===== src/rtl/bike_light_mode_ctrl_pkg.sv =====
// Mode encodings shared by the bike light sequencer, lamp driver and benches.
package bike_light_pkg;

    typedef enum logic [1:0] {
        MODE_OFF        = 2'd0,
        MODE_STEADY     = 2'd1,
        MODE_BLINK_SLOW = 2'd2,
        MODE_BLINK_FAST = 2'd3
    } mode_t;

    function automatic mode_t next_mode(input mode_t m);
        case (m)
            MODE_OFF:        return MODE_STEADY;
            MODE_STEADY:     return MODE_BLINK_SLOW;
            MODE_BLINK_SLOW: return MODE_BLINK_FAST;
            default:         return MODE_OFF;
        endcase
    endfunction

    function automatic logic is_blink(input mode_t m);
        return (m == MODE_BLINK_SLOW) || (m == MODE_BLINK_FAST);
    endfunction

endpackage


===== src/rtl/bike_light_mode_ctrl_if.sv =====
// Board-side pins of the bike light: raw switches in, lamp drive and status out.
interface bike_light_mode_ctrl_if;
    import bike_light_pkg::*;

    logic  btn;
    logic  brake;
    logic  out;
    mode_t mode;
    logic  held;

    modport master (output btn, brake, input out, mode, held);
    modport slave  (input btn, brake, output out, mode, held);
endinterface


===== src/rtl/bike_light_mode_ctrl_btn_debounce.sv =====
// Two-flop synchroniser followed by a stability counter; held flips only after
// the synchronised input has differed from it for DEBOUNCE_CYCLES cycles.
module btn_debounce #(
    parameter int DEBOUNCE_CYCLES = 1_000_000
) (
    input  logic clk,
    input  logic reset,
    input  logic btn_i,
    output logic held_o
);
    localparam int CW = $clog2(DEBOUNCE_CYCLES + 1);
    localparam logic [CW-1:0] CNT_MAX = CW'(DEBOUNCE_CYCLES);

    logic          sync1_q, sync2_q;
    logic          held_q, held_d;
    logic [CW-1:0] cnt_q, cnt_d;

    always_comb begin
        cnt_d  = '0;
        held_d = held_q;
        if (sync2_q != held_q) begin
            if (cnt_q == CNT_MAX - 1'b1) begin
                held_d = ~held_q;
            end else begin
                cnt_d = cnt_q + 1'b1;
            end
        end
    end

    always_ff @(posedge clk) begin
        if (reset) begin
            sync1_q <= 1'b0;
            sync2_q <= 1'b0;
            held_q  <= 1'b0;
            cnt_q   <= '0;
        end else begin
            sync1_q <= btn_i;
            sync2_q <= sync1_q;
            held_q  <= held_d;
            cnt_q   <= cnt_d;
        end
    end

    assign held_o = held_q;
endmodule


===== src/rtl/bike_light_mode_ctrl.sv =====
// Bike light sequencer. Modes: OFF lamp dark | STEADY lamp on | BLINK_SLOW/FAST
// lamp follows blink phase. Short press advances, long press forces OFF, brake lights lamp.
module bike_light_mode_ctrl
    import bike_light_pkg::*;
#(
    parameter int DEBOUNCE_CYCLES = 1_000_000,
    parameter int LONG_PRESS      = 200_000_000,
    parameter int SLOW_HALF       = 25_000_000,
    parameter int FAST_HALF       = 6_250_000
) (
    input logic                   clk,
    input logic                   reset,
    bike_light_mode_ctrl_if.slave bus
);
    localparam int HW = $clog2(LONG_PRESS + 1);
    localparam int BW = $clog2(SLOW_HALF + 1);
    localparam logic [HW-1:0] HOLD_MAX = HW'(LONG_PRESS);
    localparam logic [BW-1:0] SLOW_MAX = BW'(SLOW_HALF - 1);
    localparam logic [BW-1:0] FAST_MAX = BW'(FAST_HALF - 1);

    logic          held;
    logic          brake_s1_q, brake_s2_q;
    logic          held_prev_q;
    logic [HW-1:0] hold_q, hold_d;
    logic          lp_latch_q, lp_latch_d;
    mode_t         mode_q, mode_d;
    logic [BW-1:0] blink_q, blink_d;
    logic          phase_q, phase_d;
    logic          out_q, out_d;
    logic          long_hit, fall;
    logic [BW-1:0] half_max;

    btn_debounce #(.DEBOUNCE_CYCLES(DEBOUNCE_CYCLES)) u_btn_debounce (
        .clk    (clk),
        .reset  (reset),
        .btn_i  (bus.btn),
        .held_o (held)
    );

    always_comb begin
        hold_d = '0;
        if (held) begin
            hold_d = (hold_q == HOLD_MAX) ? hold_q : hold_q + 1'b1;
        end
        long_hit = held && (hold_q == HOLD_MAX - 1'b1);
        fall     = held_prev_q && !held;

        mode_d     = mode_q;
        lp_latch_d = lp_latch_q;
        if (long_hit) begin
            mode_d     = MODE_OFF;
            lp_latch_d = 1'b1;
        end else if (fall) begin
            // The release that ends a long press only re-arms short presses.
            if (lp_latch_q) begin
                lp_latch_d = 1'b0;
            end else begin
                mode_d = next_mode(mode_q);
            end
        end

        half_max = (mode_q == MODE_BLINK_FAST) ? FAST_MAX : SLOW_MAX;
        blink_d  = '0;
        phase_d  = 1'b0;
        if (mode_d != mode_q) begin
            phase_d = is_blink(mode_d);
        end else if (is_blink(mode_q)) begin
            if (blink_q == half_max) begin
                phase_d = ~phase_q;
            end else begin
                blink_d = blink_q + 1'b1;
                phase_d = phase_q;
            end
        end

        out_d = brake_s2_q || (mode_q == MODE_STEADY) || (is_blink(mode_q) && phase_q);
    end

    always_ff @(posedge clk) begin
        if (reset) begin
            brake_s1_q  <= 1'b0;
            brake_s2_q  <= 1'b0;
            held_prev_q <= 1'b0;
            hold_q      <= '0;
            lp_latch_q  <= 1'b0;
            mode_q      <= MODE_OFF;
            blink_q     <= '0;
            phase_q     <= 1'b0;
            out_q       <= 1'b0;
        end else begin
            brake_s1_q  <= bus.brake;
            brake_s2_q  <= brake_s1_q;
            held_prev_q <= held;
            hold_q      <= hold_d;
            lp_latch_q  <= lp_latch_d;
            mode_q      <= mode_d;
            blink_q     <= blink_d;
            phase_q     <= phase_d;
            out_q       <= out_d;
        end
    end

    assign bus.out  = out_q;
    assign bus.mode = mode_q;
    assign bus.held = held;
endmodule


===== src/flat_wrapper.sv =====
// flat-port wrapper written by rule: the top's interface ports become plain ports
module bike_light_mode_ctrl_flat import bike_light_pkg::*;
#(
    parameter int DEBOUNCE_CYCLES = 1_000_000,
    parameter int LONG_PRESS      = 200_000_000,
    parameter int SLOW_HALF       = 25_000_000,
    parameter int FAST_HALF       = 6_250_000
)
  (clk, reset, bus_btn, bus_brake, bus_out, bus_mode, bus_held);
  bike_light_mode_ctrl_if bus_i ();
  input logic clk;
  input logic reset;
  input wire logic [$bits(bus_i.btn)-1:0] bus_btn;
  input wire logic [$bits(bus_i.brake)-1:0] bus_brake;
  output wire logic [$bits(bus_i.out)-1:0] bus_out;
  output wire logic [$bits(bus_i.mode)-1:0] bus_mode;
  output wire logic [$bits(bus_i.held)-1:0] bus_held;
  assign bus_i.btn = bus_btn;
  assign bus_i.brake = bus_brake;
  assign bus_out = bus_i.out;
  assign bus_mode = bus_i.mode;
  assign bus_held = bus_i.held;
  bike_light_mode_ctrl #(.DEBOUNCE_CYCLES(DEBOUNCE_CYCLES), .LONG_PRESS(LONG_PRESS), .SLOW_HALF(SLOW_HALF), .FAST_HALF(FAST_HALF)) u_core (.clk(clk), .reset(reset), .bus(bus_i));
endmodule

===== config.mk =====
export PLATFORM = sky130hd
export DESIGN_NAME = bike_light_mode_ctrl_flat
export DESIGN_NICKNAME = d
export VERILOG_FILES = /design/src/rtl/bike_light_mode_ctrl_pkg.sv /design/src/rtl/bike_light_mode_ctrl_if.sv /design/src/rtl/bike_light_mode_ctrl_btn_debounce.sv /design/src/rtl/bike_light_mode_ctrl.sv /design/src/flat_wrapper.sv
export SDC_FILE = /design/constraint.sdc
export NUM_CORES = 1
export LEC_CHECK = 0
export CAP_MARGIN = 20
export CORE_ASPECT_RATIO = 0.5
export CORE_MARGIN = 1.5
export CORE_UTILIZATION = 55
export CTS_CLUSTER_SIZE = 40
export DETAILED_ROUTE_END_ITERATION = 8
export GPL_ROUTABILITY_DRIVEN = 0
export PLACE_DENSITY = 0.72
export SLEW_MARGIN = 40
export SYNTH_ARGS = -nofsm -noshare
export SYNTH_HDL_FRONTEND = slang
export SYNTH_SLANG_ARGS = --single-unit

===== constraint.sdc =====
create_clock -name clk -period 2.8 [get_ports clk]
set_input_delay 0.56 -clock clk [delete_from_list [all_inputs] [get_ports clk]]
set_output_delay 0.56 -clock clk [all_outputs]
set_load 0.1 [all_outputs]

==> results of run 1 <==
==> power groups by stage <==
stage	clock (W)	combinational [W]	sequential, W
after floorplan	0	0.00000767	0.00123
after global placement	0	0.0000159	0.00123
after detailed placement	0	0.0000166	0.00123
after CTS	0.00139	0.0000166	0.00120
after global routing	0.00144	0.0000177	0.00120
final	0.00137	0.0000163	0.00120
==> layout make-up <==
cell class	count	area, um2
inverters	19	71.3
fillers	557	2420
well taps	92	115
flip-flops and latches	84	1680
clock buffers	12	256
repair buffers	8	67.6
multi-input cells	326	1990
clock inverters	4	95.1
==> metal layers <==
layer | vias up | part of all wire (%)
met5 | - | 0
met4 | 0 | 1.3
met3 | 12 | 3.9
met2 | 44 | 49
met1 | 1354 | 46
li1 | 1507 | -
==> worst min-delay path by stage <==
| stage | to | start | cells after the start |
|---|---|---|---|
| floorplan | u_core.u_btn_debounce.cnt_q[0] | u_core.u_btn_debounce.cnt_q[0] | 1 |
| global placement | u_core.brake_s2_q | u_core.brake_s1_q | 1 |
| detailed placement | u_core.brake_s2_q | u_core.brake_s1_q | 1 |
| CTS | u_core.brake_s2_q | u_core.brake_s1_q | 1 |
| global route | u_core.brake_s2_q | u_core.brake_s1_q | 1 |
| finish | u_core.u_btn_debounce.cnt_q[0] | u_core.u_btn_debounce.cnt_q[0] | 1 |
==> state kept, by name, summed over array words and instances, names as in the netlist <==
| signal | cells |
|---|---|
| u_core.bus.out | 1 |
| u_core.brake_s1_q | 1 |
| u_core.blink_q | 25 |
| u_core.hold_q | 28 |
| u_core.u_btn_debounce.sync1_q | 1 |
| u_core.brake_s2_q | 1 |
| u_core.u_btn_debounce.cnt_q | 20 |
| u_core.phase_q | 1 |
| u_core.bus.mode | 2 |
| u_core.u_btn_debounce.held_o | 1 |
| u_core.lp_latch_q | 1 |
| u_core.held_prev_q | 1 |
| u_core.u_btn_debounce.sync2_q | 1 |
==> kinds of logic after synthesis <==
group,Yosys count
AO/OA/AOI/OAI,27
XOR/XNOR,63
AND/OR/NAND/NOR,225
multiplexers,3
adder cells (fa/ha/maj),8
flip-flops,84
buffers and inverters,33
==> critical path, cell delays in order, from the launching register on <==
cell	delay, ps
dfxtp_1	410
ha_1	280
nand3_4	190
or4_4	620
o211ai_4	560
nor2_1	130
==> cells in the final DEF, fill, tap and decap left out, types with 2 or more instances in the layout <==
master and n:
nor4_1 17, nand2_1 26, nor3_1 20, mux2i_1 3, o21ai_0 10, and3_1 8, and4_1 3, xor2_1 14
a21oi_1 10, nor4b_1 4, buf_4 5, nand2b_1 3, or3_1 9, clkbuf_16 9, dfxtp_1 84, ha_1 8
nand4_1 11, nand3_1 22, clkdlybuf4s50_1 3, nor2_1 82, xnor2_1 49, clkbuf_8 2, bufinv_16 3, inv_1 19
or4_1 2, o211a_1 2, nor2b_1 8
==> metrics by stage <==
step	total power (W)	cell area (um2)
after detailed placement	0.00124	3930
after CTS	0.00261	4280
final	0.00259	4280
after global routing	0.00266	4280
after floorplan	0.00124	3810
after global placement	0.00124	3930
==> impl_metrics.py, run 1 <==
metrics = {
    "global_route": {
        "antenna_found_initial": 0,
        "grt_pass1_wl_mm": 11.8,
        "met3_usage_pct": 8.03,
        "first_global_vias": 2722,
        "grt_max_degree": 30,
        "grtUsageTotal_pct": 20.3,
        "grt-ovfl-total": 0,
        "gr-usage-met2_pct": 36.7,
        "grt_use_met1_pct": 22.4,
        "busiest_layer": "met2",
    },
    "yosys": {
        "ys_ff_latch": 84,
        "synth-edff-count": 0,
        "avgSynthCellArea_um2": 8.61,
        "syn_nets": 455,
        "synth_compound_area_share_pct": 4.56,
        "yosysTopAreaCellShare_pct": 44.1,
        "synth-adder-area-share_pct": 2.62,
        "synth.most_common_cell": "dfxtp_1",
        "synthSimpleGateAreaFrac_pct": 29.8,
        "synthesis.area_um2": 3810,
        "yosysTopAreaCell": "dfxtp_1",
        "synthTopCellsByArea": "dfxtp_1 (44%), xnor2_1 (11%), nor2_1 (8.1%), xor2_1 (3.2%), nand3_1 (2.9%)",
        "ys_types": 41,
        "dominantRegCellSynth": "dfxtp_1",
        "synth_top_family_by_area": "simple AND/OR/NAND/NOR gates",
        "netlist_instances": 443,
        "yosysWarnings": 0,
        "synth.area.mux_share_pct": 0.787,
        "yosysSeqAreaShare_pct": 44.1,
        "synth_commonest_cells": "dfxtp_1 (84), nor2_1 (82), xnor2_1 (49)",
        "synthArstFlopShare_pct": 0,
        "synth-xor-area-share_pct": 14.5,
    },
    "pwr": {
        "switchingPower_w": 0.000465,
        "pwr-share-seq_pct": 46.3,
        "peakVddDrop_mv": 0.340,
        "p_per_area_nw_per_um2": 605,
        "p_leak_nw": 1.28,
        "pwr-share-clk_pct": 53.0,
        "comb_power_share_pct": 0.6,
        "p_int_w": 0.00212,
        "switching_share_pct": 18.0,
    },
    "route": {
        "wl_per_cell_um": 12.5,
        "wl_mm": 6.82,
        "drt_pass1_iterations": 5,
        "drt-initial-drc-count": 161,
        "vias_per_cell": 5.35,
        "ant_nets": 0,
        "drc_errors": 0,
        "vias": 2917,
    },
    "floorplanning": {
        "fp.dieH_um": 61.9,
        "start_util_pct": 56.9,
        "die-area_um2": 7470,
        "dieWidth_um": 121,
        "rows": 21,
        "core_um2": 6700,
        "io_pins": 8,
    },
    "setup_path": {
        "path_class": "flop to flop",
        "crit_end": "u_core.blink_q[9]",
        "reg2reg_from": "u_core.hold_q[1]",
        "crit_start": "u_core.hold_q[1]",
        "crit_arrival_ps": 2530,
        "r2r_end": "u_core.blink_q[9]",
        "critPathRequiredTime_ps": 3000,
        "end_kind": "flop",
        "start_kind": "flop",
        "critPathMaxFanout": 25,
        "r2r_slack_ps": 460,
        "r2r_cells": 5,
    },
    "layout": {
        "area_growth_pct": 12.2,
        "fin_cells": 545,
        "drive_gt1_share_pct": 5.96,
        "n_antenna_cell": 0,
        "final_core_util_pct": 63.8,
        "fin_nets": 460,
    },
    "cts": {
        "cts_hold_buf": 0,
        "clockRootBuffer": "clkbuf_16",
        "clk_latency_ps": 340,
        "cts_tree": "yes",
        "clkSinkCount": 84,
        "cts_inserted_buffers": 9,
        "post_cts_buffers": 0,
        "cts_resized": 0,
        "htree_levels": 3,
        "cts.path.max_buffers": 2,
        "clk_pin_slew_ps": 60,
    },
    "timing": {
        "max_freq_mhz": 428,
        "hold_viol_final": 0,
        "slew_headroom_pct": 56.0,
        "setup_tns_ps": 0,
        "worst_pin_slew_ps": 657,
        "fin_hold_ws_ps": 441,
        "final.min_clock_period_ps": 2340,
        "min_period_over_period_pct": 83.5,
        "rsz0062_at_grt": "false",
        "finalSetupViolCount": 0,
        "slew_violations": 0,
        "worst_slack_ps": 462,
        "fin_skew_ps": 4.55,
    },
    "worst_hold_path": {
        "hold_path.class": "flop to flop",
    },
    "place": {
        "dpl.cell_count": 529,
        "dpl.hpwl_mm": 4.72,
        "port_buffers": 7,
        "place_ws_ps": 468,
    },
    "outcome": {
        "status": "complete, no violations",
    },
    "job": {
        "drv_cap": 0,
    },
}
Power figures use the tool's default switching activity.
==> run 2, diff against run 1 <==
clock period = 2.2 ns   (was 2.8 ns; I/O delays follow)
==> run 2 against run 1 <==
Final cell count rose by 1.3%. Flip-flop and latch count did not move. Routed wire length rose by 4.7%. Fmax rose by 16%. Register-to-register slack got worse by 280 ps. Clock power rose by 10%. Largest cell class unchanged.
==> impl_metrics.py, run 2 (same netlist as run 1, synthesis figures left out) <==
metrics = {
    "outcome": {
        "status": "complete, no violations",
    },
    "route": {
        "wl_mm": 7.14,
        "drt-initial-drc-count": 203,
        "ant_nets": 0,
        "drc_errors": 0,
        "wl_per_cell_um": 12.9,
        "drt_pass1_iterations": 4,
        "vias_per_cell": 5.42,
        "vias": 2990,
    },
    "layout": {
        "fin_nets": 467,
        "area_growth_pct": 12.9,
        "nFillCells": 573,
        "fin_cells": 552,
        "regMostFlops": "u_core.hold_q",
        "n_antenna_cell": 0,
        "largest_reg_flops": 28,
        "drive_gt1_share_pct": 8.04,
        "final_cell_mix": "nor2_1 (82), dfxtp_1 (82), xnor2_1 (49), nand2_1 (26), nand3_1 (22)",
        "final_core_util_pct": 64.3,
        "reg_top3": "u_core.hold_q: 28 flops, u_core.blink_q: 25 flops, u_core.u_btn_debounce.cnt_q: 20 flops",
    },
    "place": {
        "dpl.hpwl_mm": 4.90,
        "dpl.cell_count": 536,
        "place_ws_ps": 195,
        "port_buffers": 7,
    },
    "cts": {
        "clk_latency_ps": 330,
        "cts.path.max_buffers": 2,
        "htree_levels": 3,
        "clkSinkCount": 84,
        "cts_tree": "yes",
        "cts_hold_buf": 0,
        "clk_pin_slew_ps": 60,
        "cts_inserted_buffers": 9,
        "clockRootBuffer": "clkbuf_16",
    },
    "floorplanning": {
        "start_util_pct": 56.9,
        "die-area_um2": 7470,
        "fp.dieH_um": 61.9,
        "dieWidth_um": 121,
        "io_pins": 8,
        "core_um2": 6700,
        "rows": 21,
    },
    "pwr": {
        "p_per_area_nw_per_um2": 710,
        "switching_share_pct": 19.1,
        "switchingPower_w": 0.000583,
        "comb_power_share_pct": 0.8,
        "pwr-share-seq_pct": 49.9,
        "p_leak_nw": 1.30,
        "p_int_w": 0.00247,
        "peakVddDrop_mv": 0.449,
        "pwr-share-clk_pct": 49.3,
    },
    "timing": {
        "slew_violations": 0,
        "hold_viol_final": 0,
        "slew_headroom_pct": 66.9,
        "rsz0062_at_grt": "false",
        "finalSetupViolCount": 0,
        "worst_pin_slew_ps": 493,
        "fin_skew_ps": 4.81,
        "max_freq_mhz": 495,
        "setup_tns_ps": 0,
        "worst_slack_ps": 179,
        "fin_hold_ws_ps": 437,
        "min_period_over_period_pct": 91.9,
        "final.min_clock_period_ps": 2020,
    },
    "setup_path": {
        "reg2reg_from": "u_core.blink_q[7]",
        "worstSetupPathDepth": 5,
        "critPathMaxFanout": 7,
        "crit_end": "u_core.blink_q[21]",
        "cpMaxStageDelayCell": "or4_1",
        "crit_arrival_ps": 2250,
        "path_class": "flop to flop",
        "end_kind": "flop",
        "critPathRequiredTime_ps": 2430,
        "r2r_slack_ps": 180,
        "crit_start": "u_core.blink_q[7]",
        "path_cells": "nand4_1 > or4_1 > nor3_1 > xnor2_1 > nor2_1",
        "cp_top_family": "simple AND/OR/NAND/NOR gates",
        "start_kind": "flop",
        "r2r_end": "u_core.blink_q[21]",
        "crit_buf_inv": 0,
        "slowest_delay_ps": 690,
        "r2r_cells": 5,
    },
    "global_route": {
        "grt_pass1_wl_mm": 12.0,
        "grtUsageTotal_pct": 20.6,
        "antenna_found_initial": 0,
        "grt-ovfl-total": 0,
        "grt_max_degree": 30,
        "first_global_vias": 2874,
    },
    "worst_hold_path": {
        "hold_path.class": "flop to flop",
    },
    "job": {
        "drv_cap": 0,
    },
}
[run 2: power by group through the flow]
stage	clock network, W	logic, W	registers (W)
after floorplan	0	0.00000976	0.00156
after global placement	0	0.0000237	0.00156
final	0.00151	0.0000243	0.00152
after CTS	0.00154	0.0000245	0.00152
after global routing	0.00160	0.0000269	0.00152
after detailed placement	0	0.0000244	0.00156
[run 2: area by class of cell]
cell class	count	area, um2	area share [%]
Multi-Input combinational cell	326	2000	46.3
Clock inverter	4	46.3	1.07
Tap cell	92	115	2.67
Clock buffer	12	256	5.96
Timing Repair Buffer	15	133	3.08
Inverter	19	71.3	1.66
Sequential cell	84	1690	39.2
[run 2: per-layer routing]
layer	vias up	global-route usage [%]	routed length, um
li1	1519	-	-
met5	-	0	0
met1	1419	22.0	3230
met4	0	9.75	147
met3	15	5.75	220
met2	37	39.6	3540
[run 2: what timing repair did]
item	in CTS	in global routing
buffers inserted	0	0
endpoints found under the setup margin	0	17
resized for setup	0	1
[run 2: worst min path at each step]
stage | from | end | depth (start not counted)
final | u_core.brake_s1_q | u_core.brake_s2_q | 1
after global routing | u_core.u_btn_debounce.sync1_q | u_core.u_btn_debounce.sync2_q | 1
after CTS | u_core.brake_s1_q | u_core.brake_s2_q | 1
after global placement | u_core.brake_s1_q | u_core.brake_s2_q | 1
after floorplan | u_core.u_btn_debounce.cnt_q[0] | u_core.u_btn_debounce.cnt_q[0] | 1
after detailed placement | u_core.brake_s1_q | u_core.brake_s2_q | 1
[run 2: stage by stage]
step                cell area (um2)  power [W]
floorplan                      3820    0.00157
global placement               4000    0.00158
detailed placement             4000    0.00158
CTS                            4300    0.00309
global route                   4310    0.00315
finish                         4310    0.00306
